[config.mk]
export PLATFORM = sky130hd
export DESIGN_NAME = alu_operand_fwd_mux_flat
export DESIGN_NICKNAME = d
export VERILOG_FILES = /design/src/rtl/core_pkg.sv /design/src/rtl/alu_operand_fwd_mux_if.sv /design/src/rtl/skid_buf2.sv /design/src/rtl/alu_operand_fwd_mux.sv /design/src/flat_wrapper.sv
export SDC_FILE = /design/constraint.sdc
export NUM_CORES = 1
export LEC_CHECK = 0
export ABC_AREA = 1
export CAP_MARGIN = 20
export CORE_ASPECT_RATIO = 1.1
export CORE_MARGIN = 2
export CORE_UTILIZATION = 35
export DETAILED_ROUTE_END_ITERATION = 12
export GPL_TIMING_DRIVEN = 0
export PLACE_DENSITY = 0.77
export SLEW_MARGIN = 20
export SYNTH_ARGS = -nofsm -noshare
export SYNTH_HDL_FRONTEND = slang
export SYNTH_SLANG_ARGS = --single-unit
[constraint.sdc]
create_clock -name clk -period 1.88 [get_ports clk]
set_input_delay 0.47 -clock clk [delete_from_list [all_inputs] [get_ports clk]]
set_output_delay 0.47 -clock clk [all_outputs]
set_load 0.02 [all_outputs]
[src/rtl/core_pkg.sv]
// Shared core definitions: default datapath width, operand-select encodings
// and the forwarding-source decode used by the operand multiplexer.
package core_pkg;

    localparam int unsigned XLEN = 32;

    typedef enum logic [1:0] {
        OPSEL_RS   = 2'd0,
        OPSEL_IMM  = 2'd1,
        OPSEL_PC   = 2'd2,
        OPSEL_ZERO = 2'd3
    } opsel_e;

    typedef enum logic [1:0] {
        FWD_NONE = 2'd0,
        FWD_EX   = 2'd1,
        FWD_MEM  = 2'd2
    } fwd_src_e;

    // EX is the youngest result, so it wins over MEM.
    function automatic fwd_src_e fwd_pick(input logic ex_en, input logic mem_en);
        if (ex_en) begin
            return FWD_EX;
        end
        if (mem_en) begin
            return FWD_MEM;
        end
        return FWD_NONE;
    endfunction

endpackage

[src/rtl/alu_operand_fwd_mux_if.sv]
// Operand-mux bus: source/forward inputs, valid/ready on both sides, status.
// master = decode/ALU side, slave = the operand multiplexer.
interface alu_operand_fwd_mux_if #(
    parameter int unsigned DATA_WIDTH = core_pkg::XLEN,
    parameter int unsigned N_IN       = 4,
    parameter int unsigned SEL_WIDTH  = 2,
    parameter int unsigned CNT_WIDTH  = 16
);
    logic [N_IN*DATA_WIDTH-1:0] in_bus;
    logic [SEL_WIDTH-1:0]       sel;
    logic                       in_valid;
    logic                       in_ready;
    logic                       fwd_ex_en;
    logic [DATA_WIDTH-1:0]      fwd_ex_data;
    logic                       fwd_mem_en;
    logic [DATA_WIDTH-1:0]      fwd_mem_data;
    logic                       flush;
    logic [DATA_WIDTH-1:0]      mux_out;
    logic                       out_valid;
    logic                       out_ready;
    logic                       sel_err;
    logic [CNT_WIDTH-1:0]       stall_cnt;

    modport master (
        output in_bus, sel, in_valid, fwd_ex_en, fwd_ex_data,
               fwd_mem_en, fwd_mem_data, flush, out_ready,
        input  in_ready, mux_out, out_valid, sel_err, stall_cnt
    );

    modport slave (
        input  in_bus, sel, in_valid, fwd_ex_en, fwd_ex_data,
               fwd_mem_en, fwd_mem_data, flush, out_ready,
        output in_ready, mux_out, out_valid, sel_err, stall_cnt
    );

endinterface

[src/rtl/skid_buf2.sv]
// Generic two-entry valid/ready skid stage with flush; in_ready is a register
// so there is no combinational path from out_ready back upstream.
module skid_buf2 #(
    parameter int unsigned WIDTH = 32
) (
    input  logic             clk,
    input  logic             rst,
    input  logic             flush,
    input  logic [WIDTH-1:0] in_data,
    input  logic             in_valid,
    output logic             in_ready,
    output logic [WIDTH-1:0] out_data,
    output logic             out_valid,
    input  logic             out_ready
);

    logic [WIDTH-1:0] skid_data;
    logic             skid_valid;
    logic             drain_c;
    logic             accept_c;

    assign drain_c  = !out_valid || out_ready;
    assign accept_c = in_valid && in_ready;

    // in_ready always mirrors !skid_valid; flush leaves out_data untouched.
    always_ff @(posedge clk) begin
        if (rst) begin
            out_data   <= '0;
            out_valid  <= 1'b0;
            skid_data  <= '0;
            skid_valid <= 1'b0;
            in_ready   <= 1'b1;
        end else if (flush) begin
            out_valid  <= 1'b0;
            skid_valid <= 1'b0;
            in_ready   <= 1'b1;
        end else if (drain_c) begin
            if (skid_valid) begin
                out_data   <= skid_data;
                out_valid  <= 1'b1;
                skid_valid <= 1'b0;
                in_ready   <= 1'b1;
            end else if (accept_c) begin
                out_data  <= in_data;
                out_valid <= 1'b1;
            end else begin
                out_valid <= 1'b0;
            end
        end else if (accept_c) begin
            skid_data  <= in_data;
            skid_valid <= 1'b1;
            in_ready   <= 1'b0;
        end
    end

endmodule

[src/rtl/alu_operand_fwd_mux.sv]
// ALU operand multiplexer: source select with EX/MEM forwarding overrides,
// registered through a skid stage, plus sticky illegal-select and stall counter.
module alu_operand_fwd_mux
    import core_pkg::*;
#(
    parameter int unsigned DATA_WIDTH = XLEN,
    parameter int unsigned N_IN       = 4,
    parameter int unsigned SEL_WIDTH  = 2,
    parameter int unsigned CNT_WIDTH  = 16
) (
    input  logic                  clk,
    input  logic                  rst,
    alu_operand_fwd_mux_if.slave  bus
);

    logic [DATA_WIDTH-1:0] src [N_IN];
    logic [DATA_WIDTH-1:0] op_c;
    logic                  sel_bad_c;
    fwd_src_e              fwd_c;
    logic                  accept_c;
    logic                  in_ready;
    logic                  out_valid;
    logic [DATA_WIDTH-1:0] mux_out;
    logic                  sel_err;
    logic [CNT_WIDTH-1:0]  stall_cnt;

    for (genvar k = 0; k < N_IN; k++) begin : g_src
        assign src[k] = bus.in_bus[k*DATA_WIDTH +: DATA_WIDTH];
    end

    assign fwd_c    = fwd_pick(bus.fwd_ex_en, bus.fwd_mem_en);
    assign accept_c = bus.in_valid && in_ready;

    // Out-of-range selects fall back to the last source.
    always_comb begin
        op_c      = src[N_IN-1];
        sel_bad_c = 1'b1;
        for (int unsigned k = 0; k < N_IN; k++) begin
            if (bus.sel == SEL_WIDTH'(k)) begin
                op_c      = src[k];
                sel_bad_c = 1'b0;
            end
        end
        case (fwd_c)
            FWD_EX:  op_c = bus.fwd_ex_data;
            FWD_MEM: op_c = bus.fwd_mem_data;
            default: begin end
        endcase
    end

    skid_buf2 #(
        .WIDTH(DATA_WIDTH)
    ) u_skid (
        .clk       (clk),
        .rst       (rst),
        .flush     (bus.flush),
        .in_data   (op_c),
        .in_valid  (bus.in_valid),
        .in_ready  (in_ready),
        .out_data  (mux_out),
        .out_valid (out_valid),
        .out_ready (bus.out_ready)
    );

    // Status: sel_err is sticky until reset, stall_cnt saturates.
    always_ff @(posedge clk) begin
        if (rst) begin
            sel_err   <= 1'b0;
            stall_cnt <= '0;
        end else begin
            if (accept_c && sel_bad_c && (fwd_c == FWD_NONE)) begin
                sel_err <= 1'b1;
            end
            if (out_valid && !bus.out_ready && (stall_cnt != '1)) begin
                stall_cnt <= stall_cnt + CNT_WIDTH'(1);
            end
        end
    end

    assign bus.in_ready  = in_ready;
    assign bus.out_valid = out_valid;
    assign bus.mux_out   = mux_out;
    assign bus.sel_err   = sel_err;
    assign bus.stall_cnt = stall_cnt;

endmodule

[src/flat_wrapper.sv]
// flat-port wrapper written by rule: the top's interface ports become plain ports
module alu_operand_fwd_mux_flat import core_pkg::*;
#(
    parameter int unsigned DATA_WIDTH = XLEN,
    parameter int unsigned N_IN       = 4,
    parameter int unsigned SEL_WIDTH  = 2,
    parameter int unsigned CNT_WIDTH  = 16
)
  (clk, rst, bus_in_bus, bus_sel, bus_in_valid, bus_fwd_ex_en, bus_fwd_ex_data, bus_fwd_mem_en, bus_fwd_mem_data, bus_flush, bus_out_ready, bus_in_ready, bus_mux_out, bus_out_valid, bus_sel_err, bus_stall_cnt);
  alu_operand_fwd_mux_if #(.DATA_WIDTH(DATA_WIDTH), .N_IN(N_IN), .SEL_WIDTH(SEL_WIDTH), .CNT_WIDTH(CNT_WIDTH)) bus_i ();
  input  logic clk;
  input  logic rst;
  input wire logic [$bits(bus_i.in_bus)-1:0] bus_in_bus;
  input wire logic [$bits(bus_i.sel)-1:0] bus_sel;
  input wire logic [$bits(bus_i.in_valid)-1:0] bus_in_valid;
  input wire logic [$bits(bus_i.fwd_ex_en)-1:0] bus_fwd_ex_en;
  input wire logic [$bits(bus_i.fwd_ex_data)-1:0] bus_fwd_ex_data;
  input wire logic [$bits(bus_i.fwd_mem_en)-1:0] bus_fwd_mem_en;
  input wire logic [$bits(bus_i.fwd_mem_data)-1:0] bus_fwd_mem_data;
  input wire logic [$bits(bus_i.flush)-1:0] bus_flush;
  input wire logic [$bits(bus_i.out_ready)-1:0] bus_out_ready;
  output wire logic [$bits(bus_i.in_ready)-1:0] bus_in_ready;
  output wire logic [$bits(bus_i.mux_out)-1:0] bus_mux_out;
  output wire logic [$bits(bus_i.out_valid)-1:0] bus_out_valid;
  output wire logic [$bits(bus_i.sel_err)-1:0] bus_sel_err;
  output wire logic [$bits(bus_i.stall_cnt)-1:0] bus_stall_cnt;
  assign bus_i.in_bus = bus_in_bus;
  assign bus_i.sel = bus_sel;
  assign bus_i.in_valid = bus_in_valid;
  assign bus_i.fwd_ex_en = bus_fwd_ex_en;
  assign bus_i.fwd_ex_data = bus_fwd_ex_data;
  assign bus_i.fwd_mem_en = bus_fwd_mem_en;
  assign bus_i.fwd_mem_data = bus_fwd_mem_data;
  assign bus_i.flush = bus_flush;
  assign bus_i.out_ready = bus_out_ready;
  assign bus_in_ready = bus_i.in_ready;
  assign bus_mux_out = bus_i.mux_out;
  assign bus_out_valid = bus_i.out_valid;
  assign bus_sel_err = bus_i.sel_err;
  assign bus_stall_cnt = bus_i.stall_cnt;
  alu_operand_fwd_mux #(.DATA_WIDTH(DATA_WIDTH), .N_IN(N_IN), .SEL_WIDTH(SEL_WIDTH), .CNT_WIDTH(CNT_WIDTH)) u_core (.clk(clk), .rst(rst), .bus(bus_i));
endmodule
### Word level (Yosys, flattened, before mapping)

Cells that the tools add are included.

* bits in registers: 84
* input bits: 201
* logic and storage cells: 57

* add/sub/neg operators: 1
* equality and inequality tests: 7
* mux-type cells: 23
* bitwise operators: 2
* reductions and logical operators: 17

Operator list (count)
* two-way mux 32 bit: 6
* case mux 32 bit (2 select lines): 1
* adder 16 x 1 -> 16 bit, second input constant: 1
* inequality test 16 bit, second input constant: 1
* two-way mux 1 bit: 12
* two-way mux 2 bit: 4
* == test 2 bit, second input constant: 3
* AND reduction 3 bit: 2
* logical AND 1 bit: 5
* == test 2 x 1 -> 1 bit, second input constant: 2
* zero test 2 bit: 2
* nonzero test 2 bit: 2
* OR reduction 3 bit: 1
* zero test 1 bit: 2
* inequality test 2 bit, second input constant: 1
* inverter 1 bit: 2
* AND reduction 2 bit: 1
* OR reduction 2 bit: 1
* logical OR 1 bit: 1

### Longest topological paths before layout

Gate-level depths: netlist of run 1.

* word-level depth: 8
* mapped depth: 10
* mapped depth without buffers: 9

### By module

From an unflattened synthesis of run 1, not the netlist that was laid out.

* cell total of the unflattened synthesis: 971
* area total of the unflattened synthesis: 5634.2 µm²

Modules (own cells, without submodules)
* skid_buf2: times used 1, cells an instance 500, area an instance 3119.2 µm², sequential area each 1341.3 µm²
* alu_operand_fwd_mux: times used 1, cells an instance 471, area an instance 2514.9 µm², sequential area each 340.3 µm²

### Least setup slack after synthesis of run 1

OpenSTA, ideal clock, no wires.

* path kind: reg-to-reg
* from: reg u_core.stall_cnt[0], in the netlist u_core.bus.stall_cnt[0]
* to: reg u_core.stall_cnt[0], in the netlist u_core.bus.stall_cnt[0]
* setup time: 0.132 ns
* arrival: 1.476 ns
* slack: 0.272 ns
* stages on the path, launching flop included: 10
* buffers on the path: 1
* path through: dfxtp_1 > ha_1 > nand2_2 > nor2_4 > nand3_2 > nand2_4 > nand2_4 > buf_6 > nand2_1 > a21oi_1

* cells in the longest elaborated chain, start to end: 2
* elaborated cells on any way between the ends: 3
* those cells by class: add/sub (1); eq/ne (1); reduce/logical (1)

Ends and longest elaborated chain
* start, declared: line alu_operand_fwd_mux.sv:25 `logic [CNT_WIDTH-1:0] stall_cnt;`
* start signal, assigned: line alu_operand_fwd_mux.sv:75 `stall_cnt <= stall_cnt + CNT_WIDTH'(1);`
* parallel branches: the longest is 2 deep, another holds adder 16 x 1 -> 16 bit

Parallel ways; which one is timed is not known.
A chain may end at the register's enable or synchronous reset.

### Final worst setup path of run 1

* from: reg u_core.stall_cnt[1], in the netlist u_core.bus.stall_cnt[1]
* to: out bus_stall_cnt[1]

RTL lines
* end, declared: line flat_wrapper.sv:26 `output wire logic [$bits(bus_i.stall_cnt)-1:0] bus_stall_cnt;`

No word-level cell between the ends.

==> qor.yml, run 1 <==
synth_enable_flop_cells: 0
end_kind: "output port"
grt_max_degree: 16
fmaxAchievable_mhz: 543
dieArea_mm2: 0.0174
grt_usage: 0.249
peakVddDrop_mv: 0.376
fin_cells: 1437
dpl.hpwl_mm: 18.0
cts_max_level: 3
leakage_nw: 4.31
holdCritStartpoint: "u_core.bus.sel_err$_SDFFE_PP0P_"
critical_path.reg2reg.endpoint: "u_core.bus.stall_cnt[0]$_SDFFE_PP0P_"
worstSkewPairLatency_ps: 340
slowest_stage: "clkdlybuf4s50_1"
drv_cap: 0
cp-startpoint: "u_core.bus.stall_cnt[1]$_SDFFE_PP0P_"
fin_area_mm2: 0.00877
finalWirelength_mm: 22.2
postRouteAntennaNets: 0
netlist.top_cell.by_area: "dfxtp_1"
p_sw_w: 0.00142
p_per_area_mw_per_mm2: 569
syn_avg_cell_area_um2: 5.92
antenna_found_initial: 3
utilization: 0.542
yosys_register_bits: 84
combPwrFrac: 0.258
grt_pass1_vias: 7038
synth_top_family_by_area: "simple AND/OR/NAND/NOR gates"
tightest_slew_ps: 562
ios: 252
synth_xor_area_frac: 0.0122
grt_pass1_wl_mm: 35.2
synth_ff_type: "dfxtp_1"
synth_mux_area_frac: 0
drive_gt1_frac: 0.0804
skew_ps: 7.66
finalHoldViolCount: 0
ys_warn_count: 0
drcViolationCount: 0
setup_slack_ps: 37.0
path_buf_inv: 1
placeableCoreArea_mm2: 0.0162
use_met3: 0.0464
r2r_setup_slack_ps: 170
port_buffers: 246
syn_inst: 969
async_flop_share: 0
die_w_um: 126
initialDrtViolationCount: 403
clock-sinks: 84
root_buffer: "clkbuf_16"
cp_max_fo: 5
pwr-share-seq: 0.376
final.min_clock_period_ps: 1840
slew_viol_final: 0
setup_viol: 0
path_cells: "clkdlybuf4s50_1"
final_cell_mix: "287 x nand2_1, 232 x clkdlybuf4s50_1, 125 x nand3_1, 111 x inv_1, 84 x dfxtp_1"
gr-total-overflow: 0
cts_made_buffers: 9
clock_path_buffers: 2
critPathTopFamily: "buffers and inverters"
finalHoldWorstSlack_ps: 421
hp-class: "reg2reg"
fin_crit_sh: 0.980
synth_top_area_share: 0.293
top_usage_layer: "met2"
critPathKind: "reg2out"
critPathLaunchType: "register"
path_clk_slew_ps: 60
holdPathStages: 2
cp_data_required_time_ps: 1410
critPathMaxStageDelay_ps: 630
clkPwrFrac: 0.366
endpoint: "bus_stall_cnt[1]"
syn2layout_area_growth_pct: 52.8
intPower_w: 0.00357
path_depth: 1
grt_use_met1: 0.293
syn-cell-area_mm2: 0.00574
layout.nets: 1428
fp.dieH_um: 138
gp_congestion: 0.983
swShare: 0.284
ys_seq_area_frac: 0.293
rsz0062_at_grt: "false"
synth_area_leaders: "dfxtp_1 29%, nand2_1 19%, nand3_1 11%"
yosys.cell_types.count: 32
cp.arrival_ps: 1370
rows: 49
synthSimpleGateAreaFrac: 0.388
slew_headroom: 0.626
dp_slack_ps: -216
routed_via_density: 4.97
cts_tree: "yes"
vias: 7138
start_util: 0.355
mostFrequentLayoutCell: "nand2_1"
ff2ff_path_depth: 9
grtUsageMet2: 0.446
dr.pass1.iters: 7
status: "finished, final reports clean"
synth_compound_area_frac: 0.162
detailed_place.area_mm2: 0.00846
dpl.cell_count: 1419
yosys.area_share.adder: 0.00218
avgRoutedWirePerCell_um: 15.5
syn-num-nets: 1171
post_cts_buffers: 0
crit-reg2reg-launch: "u_core.bus.stall_cnt[0]$_SDFFE_PP0P_"
==> flip-flops by register name, summed over array words and instances (netlist names) <==
name / cells
u_core.bus.sel_err: 1
u_core.bus.stall_cnt: 16
u_core.u_skid.in_ready: 1
u_core.u_skid.out_data: 32
u_core.u_skid.out_valid: 1
u_core.u_skid.skid_data: 32
u_core.u_skid.skid_valid: 1
==> worst min path at each step <==
| stage | endpoint | slack [ps] |
|---|---|---|
| finish | u_core.bus.sel_err$_SDFFE_PP0P_ | 420 |
| detailed placement | u_core.bus.sel_err$_SDFFE_PP0P_ | 420 |
| global route | u_core.bus.sel_err$_SDFFE_PP0P_ | 450 |
| CTS | u_core.bus.sel_err$_SDFFE_PP0P_ | 430 |
| global placement | u_core.bus.sel_err$_SDFFE_PP0P_ | 410 |
| floorplan | u_core.bus.sel_err$_SDFFE_PP0P_ | 500 |
==> per-stage QoR <==
stage,setup TNS [ps],power (W)
2_1_floorplan,0,0.00248
3_3_place_gp,-5960,0.00318
3_5_place_dp,-8470,0.00319
4_1_cts,0,0.00500
5_1_grt,0,0.00522
6_report,0,0.00499
==> cells in the mapped netlist (6+ instances only) <==
cell / number
a21oi_1: 81
buf_2: 28
buf_6: 9
clkbuf_1: 13
dfxtp_1: 84
inv_1: 111
inv_2: 6
nand2_1: 287
nand3_1: 125
nor2_1: 70
nor2_2: 20
o21ai_0: 44
o21ai_1: 48
o22ai_1: 6
==> power groups by stage <==
| stage | sequential, W | clock (W) | combinational (W) |
|---|---|---|---|
| after floorplan | 0.00198 | 0 | 0.000509 |
| final | 0.00188 | 0.00183 | 0.00129 |
| after CTS | 0.00188 | 0.00184 | 0.00128 |
| after global routing | 0.00188 | 0.00193 | 0.00140 |
| after global placement | 0.00191 | 0 | 0.00127 |
| after detailed placement | 0.00192 | 0 | 0.00127 |
==> kinds of logic (layout without fill, tap and decap cells) <==
| logic type | Yosys count | count (layout) |
|---|---|---|
| buffers and inverters | 179 | 441 |
| AO/OA/AOI/OAI | 181 | 181 |
| other | 0 | 2 |
| XOR/XNOR | 8 | 8 |
| AND/OR/NAND/NOR | 516 | 516 |
| adder cells (fa/ha/maj) | 1 | 1 |
| flip-flops | 84 | 84 |
==> what timing repair did <==
action	CTS	global route
resized for setup	11	5
hold buffers	0	0
pin swaps	0	0
setup endpoints to repair	11	10
endpoints found under the hold margin	0	0
==> layer usage <==
layer,share of wire,vias up
li1,-,3586
met1,0.40,3199
met2,0.49,302
met3,0.075,49
met4,0.033,2
met5,0.00045,-
==> area by class of cell <==
| cell class | count | area (µm²) |
|---|---|---|
| Buffer | 62 | 387 |
| Multi-Input combinational cell | 706 | 3240 |
| Antenna cell | 2 | 5.00 |
| Timing Repair Buffer | 246 | 2460 |
| Clock buffer | 10 | 239 |
| Tap cell | 204 | 255 |
| Clock inverter | 6 | 70.1 |
| Inverter | 117 | 439 |
| Fill cell | 1653 | 7410 |
| Sequential cell | 84 | 1680 |
Power figures use the tool's default switching activity.
==> run 2, diff against run 1 <==
CTS_CLUSTER_DIAMETER = 120   (was default)
SLEW_MARGIN = 40   (was 20)
==> results of run 2 <==
The final DEF is identical to that of run 1; final timing and power are the same.
==> RTL change (flow settings as in run 2) <==
The package constant `XLEN` goes from 32 to 64.
--- a/src/rtl/core_pkg.sv
+++ b/src/rtl/core_pkg.sv
@@ -3,5 +3,5 @@
 package core_pkg;
 
-    localparam int unsigned XLEN = 32;
+    localparam int unsigned XLEN = 64;
 
     typedef enum logic [1:0] {
Ports: changed (resized bus_fwd_ex_data, bus_fwd_mem_data, bus_in_bus and bus_mux_out); port bits go from 252 to 476. The function was not compared with the original's and may differ.
==> RTL change against run 2 <==
Fmax is 1.8% lower; clock skew grew 4.9 ps; critical endpoint is now bus_mux_out[9]; area after synthesis rose by 76%; design area grew 84%; largest power group unchanged; core utilization is 2.3 points higher; die area up 73%; sequential cell count is 64 higher; worst setup slack got worse by 35 ps; critical path type unchanged; wire length is 110% higher; final cell count grew 87%; power up 84%.
==> RTL change: results (changes against run 2) <==
Post-DP Area: 15300 µm² (+81%)
LEAKAGE: 8.60 nW (+100%)
CP Max Fanout: 2 (-3)
Status: complete, no violations
Detailed Place HPWL: 36500 µm (+100%)
Met1 Use GR: 34.1% (+4.8 points)
Clock Skews: 12.5 ps (+4.86 ps)
Initial antenna violation count: 0 (-3)
Drt total wl: 46300 µm (+110%)
CP arrival: 1410 ps (+40 ps)
Pre-CTS WS: -858 ps (-643 ps)
Syn nets: 2199 (+88%)
Layout cells sized above 1: 6.59% (-1.5 points)
Largest net degree at the start of global routing: 17 (+1)
Top flop regs: u_core.u_skid.out_data x64, u_core.u_skid.skid_data x64, u_core.bus.stall_cnt x16
Drt first pass iters: 6 (-1)
Worst-Skew Late Latency: 430 ps (+90 ps)
Number of CTS-inserted buffers: 17 (+8)
Sequential-to-total area share from yosys stat: 29.3% (+0.046 points)
Placed cells: 2645 (+86%)
DR vias: 13.4k (+87%)
Post_cts resized: 80 (+69)
Vias in the first global route: 12.9k (+83%)
First-pass GRT wire length: 69000 µm (+96%)
Fillers: 2831 (+71%)
Synth Area in Adders: 0.124% (-0.094 points)
Final Non-Filler Cells: 2689 (+87%)
H-Tree Depth: 4 (+1)
Routing usage on met2: 52.9% (+8.3 points)
Port bufs: 472 (+92%)
XOR/XNOR Fraction of Synth Area: 0.694% (-0.53 points)
GPL Wtd Cong: 0.958 (-2.5%)
RTL change: layout make-up:
class                           count  area share (%)
Buffer                            113            4.07
Clock buffer                       20            2.77
Clock inverter                     10           0.636
Inverter                          290            6.78
Multi-Input combinational cell   1252            34.4
Sequential cell                   148            18.4
Tap cell                          368            2.85
Timing Repair Buffer              488            30.1
RTL change: path summary, 6_finish.rpt:
kind	cells after the start	slack [ps]	endpoint
min	2	430	u_core.bus.sel_err
max	1	2	bus_mux_out[9]
min reg2reg	2	430	u_core.bus.sel_err
max reg2reg	5	70	u_core.u_skid.out_data[8]
RTL change: power breakdown:
part	total, mW	internal (mW)	switching, mW
sequential	3.33	3.26	0.0727
combinational	2.56	1.29	1.28
clock	3.27	1.86	1.41
RTL change: per-layer routing:
layer | vias up | wire length [µm]
li1 | 6610 | -
met1 | 6068 | 18600
met2 | 588 | 22500
met3 | 108 | 3160
met4 | 0 | 1980
met5 | - | 0
